[config.mk]
export PLATFORM = sky130hd
export DESIGN_NAME = instr_done_arbiter
export DESIGN_NICKNAME = d
export VERILOG_FILES = /design/src/rtl/instr_done_arbiter_pkg.sv /design/src/rtl/instr_done_arbiter_done_fifo.sv /design/src/rtl/instr_done_arbiter.sv
export SDC_FILE = /design/constraint.sdc
export NUM_CORES = 1
export LEC_CHECK = 0
export CAP_MARGIN = 0
export CORE_MARGIN = 4
export CORE_UTILIZATION = 45
export CTS_CLUSTER_DIAMETER = 50
export DETAILED_ROUTE_END_ITERATION = 10
export PLACE_DENSITY = 0.74
export SETUP_SLACK_MARGIN = 0.15
export SKIP_LAST_GASP = 1
export SYNTH_ARGS = -nofsm -noshare
export SYNTH_HDL_FRONTEND = slang
export SYNTH_HIERARCHICAL = 1
export SYNTH_SLANG_ARGS = --single-unit
[constraint.sdc]
create_clock -name clk -period 3.4 [get_ports clk]
set_input_delay 0.51 -clock clk [delete_from_list [all_inputs] [get_ports clk]]
set_output_delay 0.51 -clock clk [all_outputs]
set_load 0.02 [all_outputs]
[src/rtl/instr_done_arbiter_pkg.sv]
// Shared issue-stage constants for the instruction-completion arbiter.
package instr_done_arbiter_pkg;

   localparam int unsigned ISSUE_INSTR_INFO_LENGTH = 32;

   localparam int unsigned WFID_W        = 6;
   localparam int unsigned INFO_W        = ISSUE_INSTR_INFO_LENGTH;
   localparam int unsigned NUM_SRC       = 4;
   localparam int unsigned SRC_W         = 2;
   localparam int unsigned DEFAULT_DEPTH = 4;

   localparam logic [SRC_W-1:0] SRC_VALU = 2'd0;
   localparam logic [SRC_W-1:0] SRC_VLSU = 2'd1;
   localparam logic [SRC_W-1:0] SRC_SALU = 2'd2;
   localparam logic [SRC_W-1:0] SRC_SLSU = 2'd3;

endpackage

[src/rtl/instr_done_arbiter_done_fifo.sv]
// Per-source completion FIFO of wavefront IDs with occupancy count and
// a head output that reads as zero while empty.
module done_fifo
   import instr_done_arbiter_pkg::*;
#(
   parameter int unsigned WFID_W = instr_done_arbiter_pkg::WFID_W,
   parameter int unsigned DEPTH  = DEFAULT_DEPTH
) (
   input  logic                     clk,
   input  logic                     rst,
   input  logic                     push,
   input  logic [WFID_W-1:0]        push_wfid,
   input  logic                     pop,
   output logic [WFID_W-1:0]        head,
   output logic [$clog2(DEPTH):0]   count
);

   localparam int unsigned PTR_W = $clog2(DEPTH);
   localparam int unsigned CNT_W = PTR_W + 1;

   logic [WFID_W-1:0] mem_q [DEPTH];
   logic [WFID_W-1:0] mem_d [DEPTH];
   logic [PTR_W-1:0]  rd_ptr_q, rd_ptr_d;
   logic [PTR_W-1:0]  wr_ptr_q, wr_ptr_d;
   logic [CNT_W-1:0]  count_q, count_d;
   logic              do_push, do_pop;

   // Guarded push/pop; pointers wrap naturally because DEPTH is a power of 2.
   always_comb begin
      do_push  = push && (count_q < CNT_W'(DEPTH));
      do_pop   = pop && (count_q != '0);
      mem_d    = mem_q;
      rd_ptr_d = rd_ptr_q;
      wr_ptr_d = wr_ptr_q;
      count_d  = count_q;
      if (do_push) begin
         mem_d[wr_ptr_q] = push_wfid;
         wr_ptr_d        = wr_ptr_q + PTR_W'(1);
      end
      if (do_pop) begin
         rd_ptr_d = rd_ptr_q + PTR_W'(1);
      end
      case ({do_push, do_pop})
         2'b10:   count_d = count_q + CNT_W'(1);
         2'b01:   count_d = count_q - CNT_W'(1);
         default: count_d = count_q;
      endcase
   end

   always_ff @(posedge clk) begin
      if (!rst) begin
         for (int i = 0; i < int'(DEPTH); i++) begin
            mem_q[i] <= '0;
         end
         rd_ptr_q <= '0;
         wr_ptr_q <= '0;
         count_q  <= '0;
      end else begin
         mem_q    <= mem_d;
         rd_ptr_q <= rd_ptr_d;
         wr_ptr_q <= wr_ptr_d;
         count_q  <= count_d;
      end
   end

   assign head  = (count_q == '0) ? '0 : mem_q[rd_ptr_q];
   assign count = count_q;

endmodule

[src/rtl/instr_done_arbiter.sv]
// Buffers completion events from four writeback sources, looks up their
// instruction info and emits one round-robin ordered retire stream.
module instr_done_arbiter
   import instr_done_arbiter_pkg::*;
#(
   parameter int unsigned WFID_W = instr_done_arbiter_pkg::WFID_W,
   parameter int unsigned INFO_W = instr_done_arbiter_pkg::INFO_W,
   parameter int unsigned DEPTH  = DEFAULT_DEPTH
) (
   input  logic                        clk,
   input  logic                        rst,
   input  logic [NUM_SRC-1:0]          done_valid,
   input  logic [NUM_SRC*WFID_W-1:0]   done_wfid,
   output logic [NUM_SRC-1:0]          done_ready,
   output logic [NUM_SRC*WFID_W-1:0]   tbl_rd_wfid,
   input  logic [NUM_SRC*INFO_W-1:0]   tbl_rd_data,
   output logic                        retire_valid,
   input  logic                        retire_ready,
   output logic [WFID_W-1:0]           retire_wfid,
   output logic [SRC_W-1:0]            retire_src,
   output logic [INFO_W-1:0]           retire_info,
   output logic                        busy
);

   localparam int unsigned CNT_W = $clog2(DEPTH) + 1;

   logic [NUM_SRC-1:0] push, pop, nonempty;
   logic [CNT_W-1:0]   count [NUM_SRC];
   logic [WFID_W-1:0]  head  [NUM_SRC];

   logic               retire_valid_q, retire_valid_d;
   logic [WFID_W-1:0]  retire_wfid_q, retire_wfid_d;
   logic [SRC_W-1:0]   retire_src_q, retire_src_d;
   logic [INFO_W-1:0]  retire_info_q, retire_info_d;
   logic [SRC_W-1:0]   rr_ptr_q, rr_ptr_d;

   logic               load_en, grant;
   logic [SRC_W-1:0]   grant_idx, cand;

   for (genvar s = 0; s < NUM_SRC; s++) begin : g_src
      done_fifo #(
         .WFID_W (WFID_W),
         .DEPTH  (DEPTH)
      ) u_fifo (
         .clk       (clk),
         .rst       (rst),
         .push      (push[s]),
         .push_wfid (done_wfid[s*WFID_W +: WFID_W]),
         .pop       (pop[s]),
         .head      (head[s]),
         .count     (count[s])
      );

      // Ready comes from the registered count only, so a full FIFO stays
      // closed even in a cycle where it is being popped.
      assign done_ready[s] = (count[s] < CNT_W'(DEPTH));
      assign nonempty[s]   = (count[s] != '0);
      assign push[s]       = done_valid[s] & done_ready[s];
      assign tbl_rd_wfid[s*WFID_W +: WFID_W] = head[s];
   end

   // Round-robin pick starting at rr_ptr, gated by output-register space.
   always_comb begin
      load_en   = !retire_valid_q || retire_ready;
      grant     = 1'b0;
      grant_idx = '0;
      cand      = '0;
      pop       = '0;
      for (int i = 0; i < int'(NUM_SRC); i++) begin
         cand = rr_ptr_q + SRC_W'(i);
         if (!grant && load_en && nonempty[cand]) begin
            grant     = 1'b1;
            grant_idx = cand;
         end
      end
      if (grant) begin
         pop[grant_idx] = 1'b1;
      end
   end

   // Output register: load on grant, drain on accept, otherwise hold.
   always_comb begin
      retire_valid_d = retire_valid_q;
      retire_wfid_d  = retire_wfid_q;
      retire_src_d   = retire_src_q;
      retire_info_d  = retire_info_q;
      rr_ptr_d       = rr_ptr_q;
      if (grant) begin
         retire_valid_d = 1'b1;
         retire_wfid_d  = head[grant_idx];
         retire_src_d   = grant_idx;
         rr_ptr_d       = grant_idx + SRC_W'(1);
         for (int s = 0; s < int'(NUM_SRC); s++) begin
            if (grant_idx == SRC_W'(s)) begin
               retire_info_d = tbl_rd_data[s*INFO_W +: INFO_W];
            end
         end
      end else if (retire_ready) begin
         retire_valid_d = 1'b0;
      end
   end

   always_ff @(posedge clk) begin
      if (!rst) begin
         retire_valid_q <= 1'b0;
         retire_wfid_q  <= '0;
         retire_src_q   <= '0;
         retire_info_q  <= '0;
         rr_ptr_q       <= '0;
      end else begin
         retire_valid_q <= retire_valid_d;
         retire_wfid_q  <= retire_wfid_d;
         retire_src_q   <= retire_src_d;
         retire_info_q  <= retire_info_d;
         rr_ptr_q       <= rr_ptr_d;
      end
   end

   assign retire_valid = retire_valid_q;
   assign retire_wfid  = retire_wfid_q;
   assign retire_src   = retire_src_q;
   assign retire_info  = retire_info_q;
   assign busy         = (|nonempty) | retire_valid_q;

endmodule

* Word-level counts from Yosys, hierarchy flattened
Cells that the tools add are included.
Word-level totals: output and inout bits 70, logic and storage cells 203, input bits 159, register bits 167
Cells by class: reduce and logical (&&, ||, !) cells 42, $add $sub $neg 20, multiplexer cells 60, bitwise logic cells 14, equal/unequal tests 11, $lt $le $gt $ge 23
Operators by type and width (number):
- 32-bit 2-to-1 mux | 4
- 6-bit 2-to-1 mux | 18
- 24-bit bitwise mux | 4
- 6-bit binary-select mux with 2-bit select | 5
- 6-bit demux with 2-bit select | 4
- 3-bit >= comparator (second input constant) | 9
- 2-bit inverter with 3-bit output | 9
- 3-bit case mux with 2 select lines | 4
- 2-bit by 1-bit adder with 2-bit output (second input constant) | 10
- 1-bit logical AND | 20
- 2-bit by 3-bit < comparator with 1-bit output (second input constant) | 5
- 3-bit by 1-bit adder with 3-bit output (second input constant) | 4
- 2-bit == test (second input constant) | 6
- 3-bit logical NOT | 4
- 3-bit by 1-bit < comparator with 1-bit output (second input constant) | 4
- 3-bit < comparator (second input constant) | 4
- 3-bit nonzero test | 4
- 3-bit by 1-bit subtractor with 3-bit output (second input constant) | 4
- 1-bit 2-to-1 mux | 11
- 2-bit by 1-bit == test with 1-bit output (second input constant) | 5
- 2-bit nonzero test | 5
- 1-bit binary-select mux with 2-bit select | 4
- 2-bit 2-to-1 mux | 4
- 2-bit adder (second input constant) | 2
- other kinds (11) | 17

* Logic depth before layout (Yosys ltp)
Gate-level depths: netlist of the first run.
word-level depth 25, gate-level depth with buffers 14, depth with buffers taken out 12

* By module
Netlist of the first run, hierarchy kept.
By module, submodules not included:
- done_fifo | seq. area each 620.6 sq um, area an instance 1529.0 sq um, times used 4, cells each 162
- instr_done_arbiter | seq. area each 860.8 sq um, area an instance 2994.1 sq um, times used 1, cells each 291

* Worst setup path after synthesis of the first run
OpenSTA, ideal clock, no wires.
path kind input-to-reg, from input retire_ready, to register g_src[1].u_fifo.count_q[2], library setup time 76 ps, path slack -14 ps, data required time 3324 ps, buffers on the path 1, stages on the path 13, arrival time 3339 ps, cell sequence nand2b_1 -> and2_1 -> or3b_2 -> nand2_4 -> buf_2 -> and2_1 -> nor2b_1 -> ha_1 -> inv_1 -> fa_1 -> xor2_1 -> or3_1 -> a21boi_0
On the way: word-level cells in the longest chain between the ends 23, elaborated cells on any way between the ends 30, classes of those cells order compare: 2; eq/ne: 2; mux: 12; reduce/logical: 14
RTL lines:
- from (decl) | line instr_done_arbiter.sv:18 | input logic retire_ready,
- 1-bit logical OR (*) | line instr_done_arbiter.sv:64 | load_en = !retire_valid_q || retire_ready;
- 1-bit logical AND | line instr_done_arbiter.sv:71 | if (!grant && load_en && nonempty[cand]) begin
- 1-bit 2-to-1 mux | line instr_done_arbiter.sv:71
- 1-bit logical NOT | line instr_done_arbiter.sv:71
- 1-bit logical AND (2 in series) | line instr_done_arbiter.sv:71
- 1-bit 2-to-1 mux | line instr_done_arbiter.sv:71
- 1-bit logical NOT | line instr_done_arbiter.sv:71
- 1-bit logical AND (2 in series) | line instr_done_arbiter.sv:71
- [... 7 more ...]
- 1-bit 2-to-1 mux (not written as such) | line instr_done_arbiter.sv:77 | pop[grant_idx] = 1'b1;
- 1-bit demux with 2-bit select | line instr_done_arbiter.sv:77
- 4-bit 2-to-1 mux (*) | line instr_done_arbiter.sv:76 | if (grant) begin
- via pop[1] | line instr_done_arbiter.sv:27 | logic [NUM_SRC-1:0] push, pop, nonempty;
- 1-bit logical AND (*) | line instr_done_arbiter_done_fifo.sv:31 | do_pop = pop && (count_q != '0);
- via g_src[1].u_fifo.do_pop | line instr_done_arbiter_done_fifo.sv:26 | logic do_push, do_pop;
- 2-bit by 1-bit == test with 1-bit output / 2-bit == test (equally long branches) | line instr_done_arbiter_done_fifo.sv:43 | case ({do_push, do_pop})
- 3-bit case mux with 2 select lines / 2-bit nonzero test (equally long branches)
- to (signal assigned) | line instr_done_arbiter_done_fifo.sv:62 | count_q <= count_d;
- to (decl) | line instr_done_arbiter_done_fifo.sv:25 | logic [CNT_W-1:0] count_q, count_d;
The timed path passes the listed nets; every way through them passes the cells marked *. A chain may end at the register's enable or synchronous reset.

* Final worst setup path of the first run
Same ends and word-level chain as after synthesis.

==> impl_metrics.ini, run 1 <==
[floorplan]
die_y_um = 150
die_w_um = 150
core_um2 = 19700
dieArea_um2 = 22600
start_util = 0.462
ios = 229
num_rows = 51

[timing]
finalCritPeriodShare = 0.919
slew_headroom = 0.479
fin_ws_ns = 0.276
finalHoldViolations = 0
setup_tns_ns = 0
tightest_slew_ns = 0.778
rsz0062_at_grt = yes
fin_skew_ns = 0.00965
fin_crit_ns = 3.12
finalSetupViolations = 0
fmax_mhz = 320
hold_slack_ns = 0.452
finalMaxSlewViolations = 0

[logic_synthesis]
synthArstFlopShare = 0
yosysMostFrequentCell = dfxtp_1
syn-num-nets = 1122
synthFlopType = dfxtp_1
netlist_instances = 939
synth_seq_area_share = 0.367
syn_area_per_cell_um2 = 9.70
netlist_area_um2 = 9110
synth_enable_flop_cells = 0
yosysUniqueCellTypes = 54
synth_seq_cells = 167
synth_top_area_cell = dfxtp_1
yosysTopAreaCellShare = 0.367
synthTopCellsByArea = dfxtp_1 37%, mux2i_1 8.9%, a21boi_1 6.6%
synth_common_cells = 167 x dfxtp_1, 152 x nand2_1, 97 x nand3_1, 81 x mux2i_1, 80 x a21boi_1
yosysWarnings = 6

[power_and_ir_drop]
pwr-share-comb = 0.578
p_int_mw = 6.63
p_total_mw = 11.4
swShare = 0.417
ir_worst_vdd_mv = 0.910
power_density_nw_per_um2 = 917
seq_power_share = 0.247
clockPowerShare = 0.175
power.net_switching_mw = 4.74
p_leak_nw = 4.35

[place]
dpl.hpwl_mm = 20.0
gp_congestion = 0.887
dp_cells = 1419
numPortBuffers = 228
pre_cts_ws_ns = -0.153

[drt]
wl_per_cell_um = 18.7
drt-initial-drc-count = 345
vias_per_cell = 5.49
ant_nets = 0
drc_errors = 0
dr.pass1.iters = 5
via_count = 8000
wirelength_mm = 27.3

[layout]
syn2layout_area_growth_pct = 36.1
fin_cells = 1457
drive_gt1_frac = 0.140
nFillCells = 1638
finalNetCount = 1361

[clocking]
clock_sinks = 167
ctsHoldBuffers = 0
cts_tree = done
h-tree-depth = 4
worstSkewPairLatency_ns = 0.43
cts_made_buffers = 17
clkTransAtPathRegs_ns = 0.06
clockBufferDepth = 2
cts_root_buffer = clkbuf_16

[worst_setup_path]
crit_path_start = retire_ready
worstReg2RegStart = g_src[1].u_fifo/count[0]$_SDFFE_PN0P_
r2r_cells = 13
regToRegSetupSlack_ns = 0.30
cp.arrival_ns = 3.46
crit_path_start_kind = primary input
required_ns = 3.74
crit_path_max_fanout = 5
worstSetupPathType = in2reg
cp-end-kind = flip-flop
r2r_end = g_src[0].u_fifo/count[2]$_SDFFE_PN0P_

[worst_hold_path]
hold_start = g_src[3].u_fifo/mem_q[3]$_SDFFE_PN0P_
hold_class = reg2reg
holdPathStages = 2
holdPathEnd = g_src[3].u_fifo/mem_q[3]$_SDFFE_PN0P_

[grt]
grt_use_total = 0.234
grt_pass1_vias = 7857
grt_overflow = 0
antenna_found_initial = 1
grt_pass1_wl_mm = 41.7
grt_max_degree = 80

[run]
drv_cap = 0

[status]
status = complete, no violations
## per-layer routing
layer | part of all wire | up-vias | global-route usage
met1 | 0.41 | 3807 | 0.290
met3 | 0.070 | 42 | 0.0485
met4 | 0.022 | 0 | 0.0801
met2 | 0.50 | 289 | 0.405
met5 | 0 | - | 0
li1 | - | 3862 | -
## kinds of logic (layout without fill, tap and decap cells)
logic type               after synthesis  count (layout)  synth area share
flip-flops                           167             167             0.367
adder cells (fa/ha/maj)               24              24            0.0363
multiplexers                         105             105             0.148
AND/OR/NAND/NOR                      358             358             0.202
XOR/XNOR                              13              13            0.0125
AO/OA/AOI/OAI                        186             186             0.178
other                                  0               1                 0
buffers and inverters                 86             338            0.0563
## placed cells by master (no fill, tap or decap), types with 4 or more instances in the layout
| cell | synthesis | final |
|---|---|---|
| mux2i_1 | 81 | 81 |
| a21boi_1 | 80 | 81 |
| nor3_2 | 5 | 4 |
| a21boi_0 | 24 | 23 |
| o21ai_0 | 14 | 14 |
| ha_1 | 20 | 20 |
| clkdlybuf4s50_1 | 0 | 227 |
| nor2b_1 | 40 | 36 |
| nor3_1 | 4 | 4 |
| dfxtp_2 | 0 | 4 |
| nand3_1 | 97 | 97 |
| xnor2_1 | 8 | 8 |
| nand4bb_1 | 4 | 4 |
| o221ai_2 | 26 | 26 |
| clkbuf_16 | 0 | 17 |
| fa_1 | 4 | 4 |
| a21oi_1 | 7 | 6 |
| xor2_1 | 5 | 5 |
| nand3b_1 | 17 | 17 |
| or3_1 | 14 | 11 |
| o221ai_1 | 12 | 12 |
| nand2_1 | 152 | 152 |
| inv_1 | 30 | 30 |
| mux4_2 | 24 | 24 |
| dfxtp_1 | 167 | 163 |
| o21ai_1 | 4 | 4 |
| buf_4 | 12 | 45 |
| and2_1 | 14 | 13 |
## critical path: stages
cell and delay (ns):
clkdlybuf4s50_1 0.49, nand2b_2 0.18, and2_4 0.17, or3b_2 0.51, nand2_4 0.10, and2_1 0.14
nor2b_4 0.14, ha_1 0.16, inv_1 0.05, fa_1 0.37, xor2_1 0.16, or3_1 0.30
a21boi_0 0.17
## registers in the layout, summed over array words and instances, names as in the netlist
| name | cells |
|---|---|
| retire_src | 2 |
| g_src.u_fifo/count | 12 |
| retire_valid | 1 |
| rr_ptr_q | 2 |
| g_src.u_fifo/wr_ptr_q | 8 |
| g_src.u_fifo/mem_q | 96 |
| g_src.u_fifo/rd_ptr_q | 8 |
| retire_info | 32 |
| retire_wfid | 6 |
## through the flow
stage	util	area, um2
3_3_place_gp	0.592	11700
4_1_cts	0.623	12300
3_5_place_dp	0.592	11700
6_report	0.629	12400
5_1_grt	0.629	12400
2_1_floorplan	-	9120
## cell type report
| class | instances | area (um2) | share of cell area |
|---|---|---|---|
| inverters | 30 | 113 | 0.00908 |
| repair buffers | 276 | 2660 | 0.214 |
| clock inverters | 14 | 175 | 0.0141 |
| diodes | 1 | 2.50 | 0.000202 |
| clock buffers | 18 | 429 | 0.0346 |
| well taps | 265 | 332 | 0.0267 |
| multi-input cells | 686 | 5340 | 0.431 |
| flip-flops and latches | 167 | 3350 | 0.270 |
## how the worst max path moves through the flow
stage	slack (ns)	endpoint
after floorplan	0.17	g_src[1].u_fifo/count[2]$_SDFFE_PN0P_
after global placement	-0.10	g_src[2].u_fifo/count[2]$_SDFFE_PN0P_
after detailed placement	-0.15	g_src[1].u_fifo/count[2]$_SDFFE_PN0P_
after CTS	0.19	g_src[2].u_fifo/count[2]$_SDFFE_PN0P_
after global routing	0.12	g_src[0].u_fifo/count[2]$_SDFFE_PN0P_
final	0.28	g_src[1].u_fifo/count[2]$_SDFFE_PN0P_
## timing repair
item | CTS | global route
resized for setup | 4 | 18
setup endpoints to repair | 2 | 4
pin swaps | 0 | 5
buffers inserted | 0 | 5
## power groups by stage
stage / Clock [mW] / Combinational [mW] / Sequential, mW
2_1_floorplan: 0 / 4.51 / 2.88
3_3_place_gp: 0 / 6.26 / 2.82
3_5_place_dp: 0 / 6.35 / 2.84
4_1_cts: 2.03 / 6.41 / 2.80
5_1_grt: 2.11 / 7.09 / 2.88
6_report: 1.99 / 6.57 / 2.81
Power figures use the tool's default switching activity.
==> run 2: changes to the inputs <==
- REMOVE_ABC_BUFFERS: default -> 1
- clock period: 3.4 -> 2.6 ns (I/O delays scaled with it)
==> run 2 against run 1 <==
  * The flow now finishes with violations (setup timing)
  * Non-clock buffer count rose by 107
  * Register-to-register slack got worse by 0.85 ns
  * Count of clock-buffer cells in the layout rose by 3
  * Combinational power rose by 99%
  * Sequential power rose by 26%
  * Power rose by 68%
  * Die area did not move
  * Clock power rose by 21%
  * Global-route usage rose by 3.0 points
  * Via count rose by 9.0%
  * Critical path type is now reg2reg
==> impl_metrics.ini, run 2 (same netlist as run 1, synthesis figures left out) <==
[status]
status = finished, violations left
violations = setup timing

[clocking]
worstSkewPairLatency_ns = 0.43
cts_tree = done
clkTransAtPathRegs_ns = 0.07
clock_sinks = 167
ctsHoldBuffers = 0
cts_made_buffers = 17
clockBufferDepth = 2
cts_root_buffer = clkbuf_16
h-tree-depth = 4

[grt]
antenna_found_initial = 7
grt_max_degree = 83
grt_pass1_vias = 8502
grt_use_total = 0.264
grt_overflow = 0
grt_pass1_wl_mm = 46.5

[layout]
fin_util = 0.707
mostFrequentLayoutCells = 202 x clkdlybuf4s50_1, 155 x dfxtp_1, 150 x nand2_1
nFillCells = 1419
largest_reg_flops = 96
layout_commonest_cell = clkdlybuf4s50_1
regArea_um2 = 3370
largest-register = g_src.u_fifo/mem_q
finalNetCount = 1468
syn2layout_area_growth_pct = 53.0
multi_input_area_um2 = 5630
drive_gt1_frac = 0.243

[place]
numPortBuffers = 228
dpl.hpwl_mm = 20.8
gp_congestion = 0.871

[power_and_ir_drop]
swShare = 0.405
clockPowerShare = 0.126
p_leak_nw = 5.20
p_int_mw = 11.4
pwr-share-comb = 0.688
power_density_nw_per_um2 = 1370
seq_power_share = 0.186
power.net_switching_mw = 7.74
p_total_mw = 19.1
ir_worst_vdd_mv = 0.945

[worst_setup_path]
slowest_stage = fa_1
worstSetupPathType = reg2reg
crit_chain = nor3_4 -> a32oi_2 -> o22ai_4 -> a22oi_4 -> buf_6 -> nor2_4 -> nor2b_4 -> ha_4 -> inv_2 -> fa_1 -> xor2_1 -> or3_1 -> a21boi_0
cp-end-kind = flip-flop
cp.arrival_ns = 3.50
path_delay_family = simple AND/OR/NAND/NOR gates
required_ns = 2.95
cp.depth = 13
r2r_cells = 13
regToRegSetupSlack_ns = -0.55
slowest_delay_ns = 0.40
cp_num_buf_inv = 2
crit_path_start_kind = flip-flop
crit_path_max_fanout = 7

[floorplan]
num_rows = 51
die_w_um = 150
die_y_um = 150
start_util = 0.462
ios = 229
dieArea_um2 = 22600
core_um2 = 19700

[drt]
drt-initial-drc-count = 534
drc_errors = 0
wl_per_cell_um = 20.5
vias_per_cell = 5.55
via_count = 8719
ant_nets = 0
wirelength_mm = 32.2
dr.pass1.iters = 7

[worst_hold_path]
holdPathStages = 2
hold_class = reg2reg

[timing]
slew_headroom = 0.539
rsz0062_at_grt = yes
tightest_slew_ns = 0.692
fin_skew_ns = 0.0185
finalCritPeriodShare = 1.21
fmax_mhz = 318
fin_ws_ns = -0.545
finalHoldViolations = 0
finalSetupViolations = 47
finalMaxSlewViolations = 0
fin_crit_ns = 3.15

[run]
drv_cap = 0
-- run 2: cell types whose count changed in the layout (fill, tap and decap cells not counted), sizes merged, moves of 3 or more --
cell           before  now
dlygate4sd2         0   21
bufinv              3    0
clkdlybuf4s15       0    3
diode               1    8
clkbuf             18   25
buf                49  152
clkdlybuf4s50     227  202
-- run 2: metrics by stage --
stage / setup WS [ns] / instance area, um2 / hold WS [ns] / TNS, ns / cells
finish: -0.545 / 13900 / 0.452 / -13.16 / 1571
global route: -0.632 / 13900 / 0.472 / -17.90 / 1569
CTS: -0.362 / 13400 / 0.407 / -7.66 / 1541
detailed placement: -0.853 / 12100 / 0.445 / -23.76 / 1476
global placement: -0.780 / 12100 / 0.438 / -21.28 / 1476
floorplan: -1.25 / 8710 / 0.432 / -41.36 / 883
-- run 2: power groups by stage --
stage          combinational [mW]  sequential, mW  clock [mW]
5_1_grt                      13.8            3.62        2.56
4_1_cts                      11.6            3.53        2.44
3_5_place_dp                 9.31            3.54           0
6_report                     13.1            3.55        2.40
2_1_floorplan                5.24            3.88           0
3_3_place_gp                 9.19            3.52           0
-- run 2: per-layer routing --
metal	wire length, um	part of all wire	track usage
met1	12500	0.39	0.314
met2	16600	0.52	0.453
met3	2170	0.067	0.0623
met4	943	0.029	0.120
met5	0	0	0
-- run 2: final cells by class --
type / count / area share
Multi-Input combinational cell: 686 / 0.404
Tap cell: 265 / 0.0238
Clock buffer: 21 / 0.0338
Clock inverter: 11 / 0.00619
Antenna cell: 8 / 0.00144
Inverter: 30 / 0.00808
Timing Repair Buffer: 383 / 0.281
Sequential cell: 167 / 0.242
-- run 2: worst paths after layout --
path / startpoint / to
worst max-delay path: g_src[2].u_fifo/count[0]$_SDFFE_PN0P_ / g_src[2].u_fifo/count[2]$_SDFFE_PN0P_
worst min-delay path: g_src[3].u_fifo/mem_q[8]$_SDFFE_PN0P_ / g_src[3].u_fifo/mem_q[8]$_SDFFE_PN0P_
worst max register to register: g_src[2].u_fifo/count[0]$_SDFFE_PN0P_ / g_src[2].u_fifo/count[2]$_SDFFE_PN0P_
worst min register to register: g_src[3].u_fifo/mem_q[8]$_SDFFE_PN0P_ / g_src[3].u_fifo/mem_q[8]$_SDFFE_PN0P_
-- run 2: what timing repair did --
item,in CTS,in global routing
setup buffers,25,18
setup endpoints to repair,75,61
pin swaps,34,56
gates resized for setup,113,57
gates cloned,8,4
-- run 2: worst min-delay path, stage by stage, from the launching register on --
cell	delay [ns]
dfxtp_1	0.31
nand2_1	0.05
a21boi_1	0.05
